## src/rtl/pipe_spawner.sv

```systemverilog
// Pipe scheduler for FlappyBird: samples random_gen at each spawn, scrolls up to
// two pipes per frame tick and pulses score as a pipe passes the bird column.
module pipe_spawner #(
  parameter int SCREEN_W    = 640,
  parameter int PIPE_W      = 52,
  parameter int SPEED       = 2,
  parameter int SPAWN_TICKS = 180,
  parameter int GAP_MIN     = 100,
  parameter int RAND_SHIFT  = 1,
  parameter int BIRD_X      = 160
) (
  input  logic        clk,
  input  logic        rst_n,
  input  logic        start,
  input  logic        halt,
  input  logic        clear,
  input  logic        tick,
  input  logic [7:0]  rand_in,
  output logic [1:0]  pipe_valid,
  output logic [10:0] pipe0_x,
  output logic [8:0]  pipe0_gap,
  output logic [10:0] pipe1_x,
  output logic [8:0]  pipe1_gap,
  output logic        score_pulse,
  output logic [7:0]  score,
  output logic        running
);

  // state  | meaning
  // S_IDLE | no game; slots empty, waiting for start
  // S_RUN  | pipes scroll, spawn and score on each tick
  // S_HALT | game over; everything frozen until clear
  typedef enum logic [1:0] {S_IDLE, S_RUN, S_HALT} state_t;

  localparam int CW = (SPAWN_TICKS > 1) ? $clog2(SPAWN_TICKS) : 1;
  localparam logic [CW-1:0] CNT_LAST = CW'(SPAWN_TICKS - 1);
  localparam logic [10:0]   X_SPAWN  = 11'(SCREEN_W + PIPE_W);
  localparam logic [10:0]   SPEED_X  = 11'(SPEED);
  localparam logic [10:0]   BIRD_XX  = 11'(BIRD_X);

  state_t          r_state;
  logic [1:0]      r_valid;
  logic [10:0]     r_x [2];
  logic [8:0]      r_gap [2];
  logic [CW-1:0]   r_cnt;
  logic [7:0]      r_score;
  logic            r_pulse;
  logic            r_running;

  logic [1:0]      w_valid_mv;
  logic [10:0]     w_x_mv [2];
  logic [8:0]      w_gap_mv [2];
  logic [1:0]      w_cross;
  logic            w_spawn_due;
  logic            w_spawn_ok;
  logic            w_spawn_slot;
  logic [8:0]      w_gap_new;
  logic [8:0]      w_score_sum;

  // Post-move view of both slots; a spawn may reuse a slot retiring on the same tick.
  always_comb begin
    for (int i = 0; i < 2; i++) begin
      w_valid_mv[i] = r_valid[i] && (r_x[i] > SPEED_X);
      w_x_mv[i]     = w_valid_mv[i] ? (r_x[i] - SPEED_X) : '0;
      w_gap_mv[i]   = w_valid_mv[i] ? r_gap[i] : '0;
      w_cross[i]    = w_valid_mv[i] && (r_x[i] >= BIRD_XX) && (w_x_mv[i] < BIRD_XX);
    end
    w_spawn_due  = (r_cnt == CNT_LAST);
    w_spawn_ok   = w_spawn_due && !(&w_valid_mv);
    w_spawn_slot = w_valid_mv[0];
    w_gap_new    = 9'(GAP_MIN) + 9'(rand_in >> RAND_SHIFT);
    w_score_sum  = {1'b0, r_score} + {8'b0, w_cross[0]} + {8'b0, w_cross[1]};
  end

  always_ff @(posedge clk or negedge rst_n) begin
    if (!rst_n) begin
      r_state   <= S_IDLE;
      r_valid   <= '0;
      for (int i = 0; i < 2; i++) begin
        r_x[i]   <= '0;
        r_gap[i] <= '0;
      end
      r_cnt     <= '0;
      r_score   <= '0;
      r_pulse   <= 1'b0;
      r_running <= 1'b0;
    end else begin
      case (r_state)
        S_IDLE: begin
          r_pulse <= 1'b0;
          if (start) begin
            r_state   <= S_RUN;
            r_running <= 1'b1;
            r_score   <= '0;
            r_cnt     <= CNT_LAST;
          end
        end
        S_RUN: begin
          if (halt) begin
            r_state   <= S_HALT;
            r_running <= 1'b0;
            r_pulse   <= 1'b0;
          end else if (tick) begin
            for (int i = 0; i < 2; i++) begin
              r_valid[i] <= w_valid_mv[i];
              r_x[i]     <= w_x_mv[i];
              r_gap[i]   <= w_gap_mv[i];
            end
            if (w_spawn_ok) begin
              r_valid[w_spawn_slot] <= 1'b1;
              r_x[w_spawn_slot]     <= X_SPAWN;
              r_gap[w_spawn_slot]   <= w_gap_new;
            end
            r_score <= w_score_sum[8] ? 8'hFF : w_score_sum[7:0];
            r_pulse <= |w_cross;
            if (!w_spawn_due)
              r_cnt <= r_cnt + 1'b1;
            else if (w_spawn_ok)
              r_cnt <= '0;
          end else begin
            r_pulse <= 1'b0;
          end
        end
        S_HALT: begin
          r_pulse <= 1'b0;
          if (clear) begin
            r_state <= S_IDLE;
            r_valid <= '0;
            for (int i = 0; i < 2; i++) begin
              r_x[i]   <= '0;
              r_gap[i] <= '0;
            end
            r_score <= '0;
          end
        end
        default: begin
          r_state   <= S_IDLE;
          r_running <= 1'b0;
          r_pulse   <= 1'b0;
        end
      endcase
    end
  end

  assign pipe_valid  = r_valid;
  assign pipe0_x     = r_x[0];
  assign pipe0_gap   = r_gap[0];
  assign pipe1_x     = r_x[1];
  assign pipe1_gap   = r_gap[1];
  assign score_pulse = r_pulse;
  assign score       = r_score;
  assign running     = r_running;

endmodule

```

## config.mk

```make
export PLATFORM = sky130hd
export DESIGN_NAME = pipe_spawner
export DESIGN_NICKNAME = d
export VERILOG_FILES = /design/src/rtl/pipe_spawner.sv
export SDC_FILE = /design/constraint.sdc
export NUM_CORES = 1
export LEC_CHECK = 0
export ABC_CLOCK_PERIOD_IN_PS = 9800
export BUFFER_PORTS_ARGS = -buffer_cell sky130_fd_sc_hd__buf_4
export CAP_MARGIN = 20
export CORE_MARGIN = 2
export CORE_UTILIZATION = 40
export CTS_CLUSTER_SIZE = 14
export DETAILED_ROUTE_END_ITERATION = 12
export HOLD_SLACK_MARGIN = 0.02
export PLACE_DENSITY = 0.6
export SYNTH_ARGS = -nofsm -noshare
export SYNTH_HDL_FRONTEND = slang
export SYNTH_SLANG_ARGS = --single-unit
```

## constraint.sdc

```tcl
create_clock -name clk -period 9.8 [get_ports clk]
set_clock_uncertainty 0.1 [all_clocks]
set_input_delay 1.96 -clock clk [delete_from_list [all_inputs] [get_ports clk]]
set_output_delay 1.96 -clock clk [all_outputs]
set_load 0.005 [all_outputs]
```

==> results of run 1 <==
how the worst min path moves through the flow:
stage | depth (start not counted) | to | slack [ps]
after floorplan | 1 | r_cnt[6] | 360
after global placement | 1 | pipe1_gap[8] | 370
after detailed placement | 1 | pipe0_gap[8] | 380
after CTS | 1 | pipe0_gap[8] | 390
after global routing | 1 | pipe0_gap[8] | 410
final | 1 | pipe0_gap[8] | 390
registers in the layout, indices dropped and copies added, names as in the netlist:
signal	cells
score_pulse	1
pipe0_x	11
score	8
running	1
r_state	2
pipe1_x	11
r_cnt	8
pipe1_gap	9
pipe0_gap	9
pipe_valid	2
logic make-up after synthesis:
family,after synthesis
compound gates,136
xor+xnor,5
fa+ha+maj,8
buf+inv,31
flops,62
mux,2
simple gates,124
critical path, cell delays in order:
cell	delay, ps
buf_4	120
o2bb2ai_1	180
a21oi_1	790
o21ai_0	290
buf_4	260
a22o_1	230
power by group:
group	switching [mW]	internal [mW]	leakage (nW)
logic	0.261	0.182	0.998
registers	0.0649	0.303	0.833
clock network	0.109	0.118	0.0996
layout by cell type, fill, tap and decap left out, types with 2 or more instances in the layout:
master     netlist  layout
buf_4            1      66
dfrtp_1         62      62
o21ai_0         48      48
nand2_1         33      33
a22o_1          18      18
a21oi_1         17      17
inv_1           15      15
nor2_1          15      15
nand3_1         13      13
nor3_1          10      10
a31oi_1          9       9
clkbuf_8         0       9
nand2b_1         7       7
and3_1           7       7
ha_1             7       7
and2_1           6       6
a21o_1           5       5
o211ai_1         4       4
or2_2            4       4
xnor2_1          4       4
o21ai_1          4       4
or4_1            3       3
o21a_1           3       3
nand4b_1         3       3
nor2b_1          3       3
nor2_2           3       3
o21bai_1         3       3
o2bb2ai_1        3       3
o31ai_1          3       3
o41ai_1          3       3
nor4_1           2       2
o21ai_2          2       2
nand2_2          2       2
o31ai_4          2       2
a22oi_1          2       2
mux2_4           2       2
clkinv_2         0       2
clkinv_4         0       2
cell usage after synthesis, drive strengths merged, types with 7 or more instances:
library cell	instances	area [um^2]
ha	7	87.6
nand2	36	148
nand3	13	65.1
nor3	12	76.3
a22o	18	158
inv	15	56.3
o21ai	54	278
buf	10	52.6
dfrtp	62	1550
and3	7	43.8
nand2b	7	43.8
a31oi	9	56.3
a21oi	17	85.1
nor2	18	75.1
metal layers:
layer	vias to the layer above	share of wire [%]	GRT usage (%)
met1	1491	47	26.7
met3	8	4.0	3.88
met2	67	48	29.5
met4	0	0.89	5.42
met5	-	0	0
li1	1490	-	-
metrics by stage:
stage | setup WS [ps] | total power, mW | std cells | cell area (um^2)
CTS | 6030 | 1.05 | 539 | 4210
detailed placement | 5680 | 0.813 | 523 | 4020
finish | 6090 | 1.04 | 539 | 4210
global placement | 5700 | 0.807 | 523 | 4020
global route | 5850 | 1.12 | 539 | 4210
floorplan | 6470 | 0.676 | 368 | 3460
layout make-up:
cell class	count	area share, %
Clock buffer	9	2.94
Clock inverter	7	1.75
Inverter	15	1.34
Multi-Input combinational cell	275	42.3
Sequential cell	62	36.8
Tap cell	105	3.12
Timing Repair Buffer	66	11.8
==> results_dict.tcl, run 1 <==
set metrics [dict create \
    worstSkewPairLatency_ps 340 \
    synth_top_family_by_area "compound AO/OA/AOI/OAI gates" \
    worstPathMaxFanout 13 \
    wl_um 8570 \
    synth-compound-area-share_pct 26.5 \
    ys_seq_elements 62 \
    antenna_cells 0 \
    postSynthAreaPerCell_um2 9.41 \
    final-setup-viol-count 0 \
    clock_path_buffers 2 \
    hold_viol_final 0 \
    critPathLaunch "halt" \
    min_period_over_period_pct 37.9 \
    cts_buffers 9 \
    portBuffers 64 \
    cts_hold_buf 0 \
    max_freq_mhz 269 \
    synth-simple-area-share_pct 19.7 \
    ys.flop_type "dfrtp_1" \
    gp_congestion 0.844 \
    drive_gt1_share_pct 24.2 \
    post_cts_buffers 0 \
    grt_pass1_wl_um 14700 \
    crit_type "primary input to flop" \
    period_needed_ps 3710 \
    grt_pass1_vias 2933 \
    tritoncts "yes" \
    worstReg2RegEnd "score[0]" \
    grt_max_degree 63 \
    cts_resized 0 \
    crit_required_ps 9930 \
    area_growth_pct 21.6 \
    power_density_mw_per_mm2 246 \
    max_slew.worst_pin.slew_ps 988 \
    antenna_found_initial 0 \
    rsz0062_at_grt "false" \
    final_nets 451 \
    start_util_pct 41.7 \
    synth_xor_area_share_pct 1.26 \
    die_h_um 97.1 \
    synth_edf_count 0 \
    remaining_drc_errors 0 \
    die-area_mm2 0.00942 \
    max_slew_margin_pct 34.1 \
    synth_area_mm2 0.00346 \
    std_cell_rows 33 \
    synth_cell_types 62 \
    grt_use_total_pct 18.9 \
    rrSetupSlack_ps 6130 \
    grt.overflow.total 0 \
    hp-class "flop to flop" \
    hp-start "pipe0_gap[8]" \
    slew_viol_final 0 \
    wire_per_inst_um 15.9 \
    area.sequential_mm2 0.00155 \
    multi_input_area_mm2 0.00178 \
    r2r-start "pipe1_x[1]" \
    drt_iter0_drc 198 \
    seq_area_frac_synth_pct 44.8 \
    yosysWarningCount 0 \
    final_core_util_pct 50.8 \
    dpl.hpwl_um 5970 \
    ant_nets 0 \
    whs_ps 391 \
    syn-num-nets 390 \
    cts_max_level 3 \
    postSynthCellCount 368 \
    leakage_nw 1.93 \
    muxShareOfSynthArea_pct 0.867 \
    crit_end "pipe0_gap[0]" \
    synthArstFlopShare_pct 100 \
    dr.pass1.iters 5 \
    io_pins 66 \
    drv_cap 0 \
    die_w_um 97.1 \
    ff2ff_path_depth 13 \
    setup.worst_path.start_class "primary input" \
    num_vias 3056 \
    max-vdd-ir-drop_mv 0.127 \
    cp-end-kind "flop" \
    coreArea_mm2 0.00830 \
    clkSinkCount 62 \
    cts-root-buf "clkbuf_8" \
    critPathArrivalTime_ps 3840 \
    via_per_inst 5.67 \
    fillCellCount 775 \
    synth_adder_area_share_pct 3.11 \
    tns_ps 0 \
    status "completed" \
    clk_pin_slew_ps 70 \
]
Power figures use the tool's default switching activity.
==> run 2: changes to the inputs <==
--- a/config.mk
+++ b/config.mk
@@ -5,7 +5,7 @@
 export SDC_FILE = /design/constraint.sdc
 export NUM_CORES = 1
 export LEC_CHECK = 0
-export ABC_CLOCK_PERIOD_IN_PS = 9800
+export ABC_CLOCK_PERIOD_IN_PS = 3080
 export BUFFER_PORTS_ARGS = -buffer_cell sky130_fd_sc_hd__buf_4
 export CAP_MARGIN = 20
 export CORE_MARGIN = 2
@@ -13,7 +13,7 @@
 export CTS_CLUSTER_SIZE = 14
 export DETAILED_ROUTE_END_ITERATION = 12
 export HOLD_SLACK_MARGIN = 0.02
-export PLACE_DENSITY = 0.6
+export PLACE_DENSITY = 0.62
 export SYNTH_ARGS = -nofsm -noshare
 export SYNTH_HDL_FRONTEND = slang
 export SYNTH_SLANG_ARGS = --single-unit
==> constraint.sdc (replaced) <==
create_clock -name clk -period 3.08 [get_ports clk]
set_clock_uncertainty 0.1 [all_clocks]
set_input_delay 0.616 -clock clk [delete_from_list [all_inputs] [get_ports clk]]
set_output_delay 0.616 -clock clk [all_outputs]
set_load 0.005 [all_outputs]
==> run 2 against run 1 <==
  * The run now ends with setup timing left
  * Non-clock buffer count grew 38
  * Count of clock-buffer cells in the layout grew 1
  * Cell area grew 11%
  * Global-route usage grew 1.8 points
  * Routed wire length grew 12%
  * Register-to-register slack lost 6100 ps
==> results_dict.tcl, run 2 (synthesis results as in run 1) <==
set metrics [dict create \
    status "finished with violations" \
    failed_checks "setup timing" \
    layout_commonest_cell "buf_4" \
    placed_area_mm2 0.00431 \
    grt_use_total_pct 20.7 \
    p_sw_mw 1.51 \
    gp_congestion 0.898 \
    antenna_found_initial 0 \
    p_clk_share_pct 21.4 \
    max_slew.worst_pin.slew_ps 897 \
    cts_hold_buf 0 \
    cts-root-buf "clkbuf_8" \
    wire_per_inst_um 16.6 \
    tns_ps -11.1 \
    p_int_mw 2.33 \
    antenna_cells 0 \
    grt_pass1_wl_um 15800 \
    clk_pin_slew_ps 70 \
    final_cell_mix "buf_4 (101), dfrtp_1 (61), o21ai_0 (36)" \
    fin_ws_ps -11.1 \
    setup.worst_path.start_class "flop" \
    worstPathMaxFanout 5 \
    wl_um 9550 \
    die_h_um 97.1 \
    crit_type "flop to flop" \
    coreArea_mm2 0.00830 \
    slew_viol_final 0 \
    std_cell_rows 33 \
    grt.overflow.total 0 \
    p_total_mw 3.84 \
    power.share.sequential_pct 29.3 \
    cp-end-kind "flop" \
    period_needed_ps 3090 \
    die_w_um 97.1 \
    io_pins 66 \
    hold_viol_final 0 \
    tritoncts "yes" \
    max_freq_mhz 324 \
    grt_pass1_vias 3095 \
    dpl.hpwl_um 6580 \
    clock_path_buffers 2 \
    ant_nets 0 \
    critPathArrivalTime_ps 3210 \
    rsz0062_at_grt "true" \
    cts_buffers 9 \
    worstSkewPairLatency_ps 350 \
    power_density_mw_per_mm2 824 \
    design_area_mm2 0.00466 \
    combPwrFrac_pct 49.4 \
    multi_input_area_mm2 0.00191 \
    max_slew_margin_pct 39.9 \
    final-setup-viol-count 1 \
    clkSinkCount 62 \
    portBuffers 64 \
    dr.pass1.iters 4 \
    min_period_over_period_pct 100 \
    area_growth_pct 34.7 \
    fillCellCount 741 \
    drv_cap 0 \
    start_util_pct 41.7 \
    num_vias 3225 \
    drt_iter0_drc 185 \
    switching_share_pct 39.2 \
    leakage_nw 2.13 \
    remaining_drc_errors 0 \
    area.sequential_mm2 0.00155 \
    final_nets 489 \
    drive_gt1_share_pct 35.8 \
    cts_max_level 3 \
    grt_max_degree 63 \
    die-area_mm2 0.00942 \
    hp-class "primary input to asynchronous set/reset pin" \
    via_per_inst 5.59 \
    crit_required_ps 3200 \
    max-vdd-ir-drop_mv 0.386 \
]
run 2: path summary, 6_finish.rpt:
kind / startpoint / to / slack [ps] / cells past startpoint
hold / removal: rst_n / score[3] / 250 / 1
max in group asynchronous: rst_n / pipe0_x[3] / 2060 / 1
hold reg to reg: pipe1_gap[7] / pipe1_gap[7] / 390 / 2
setup / recovery: pipe0_x[1] / score[5] / -10 / 14
setup reg to reg: pipe0_x[1] / score[5] / -10 / 14
min in group clk: rand_in[1] / pipe0_gap[0] / 390 / 2
run 2: worst max-delay path, cell delays in order, from the launching register on:
cell	delay (ps)
dfrtp_1	400
inv_2	80
ha_4	120
or3b_4	410
nand4b_1	110
o211ai_1	100
a31oi_1	210
nor2_2	100
fa_2	400
ha_4	170
and3_4	180
and3_4	180
and3_4	200
a21oi_1	120
o21ai_1	70
run 2: cell type report:
| cell class | count | share of cell area (%) |
|---|---|---|
| clock buffers | 10 | 2.95 |
| clock inverters | 6 | 1.82 |
| inverters | 15 | 1.21 |
| multi-input cells | 275 | 40.9 |
| flip-flops and latches | 62 | 33.3 |
| well taps | 105 | 2.82 |
| repair buffers | 104 | 17.0 |
run 2: metrics by stage:
step	setup slack, ps	instances	hold WS (ps)	util (%)
CTS	17.7	576	276	55.4
global route	-130	577	320	56.2
detailed placement	-111	558	372	52.0
global placement	-62.8	558	373	52.0
finish	-11.1	577	251	56.2
floorplan	-2.49	368	220	-
run 2: power groups by stage:
stage | combinational (mW) | clock [mW] | sequential [mW]
3_3_place_gp | 1.73 | 0 | 1.12
6_report | 1.90 | 0.821 | 1.13
4_1_cts | 1.86 | 0.835 | 1.12
3_5_place_dp | 1.76 | 0 | 1.13
2_1_floorplan | 1.07 | 0 | 1.13
5_1_grt | 2.10 | 0.882 | 1.15
run 2: metal layers:
layer	vias to the layer above	wire length, um	global-route usage [%]
li1	1559	-	-
met1	1598	4360	28.5
met2	62	4720	33.0
met3	6	395	3.67
met4	0	76	7.26
met5	-	0	0
run 2: timing repair:
| action | in CTS | in global routing |
|---|---|---|
| buffers inserted | 3 | 1 |
| resized for setup | 14 | 17 |
| setup endpoints to repair | 7 | 8 |
| endpoints found under the hold margin | 0 | 0 |
| cloned | 0 | 0 |
| pin swaps | 7 | 8 |
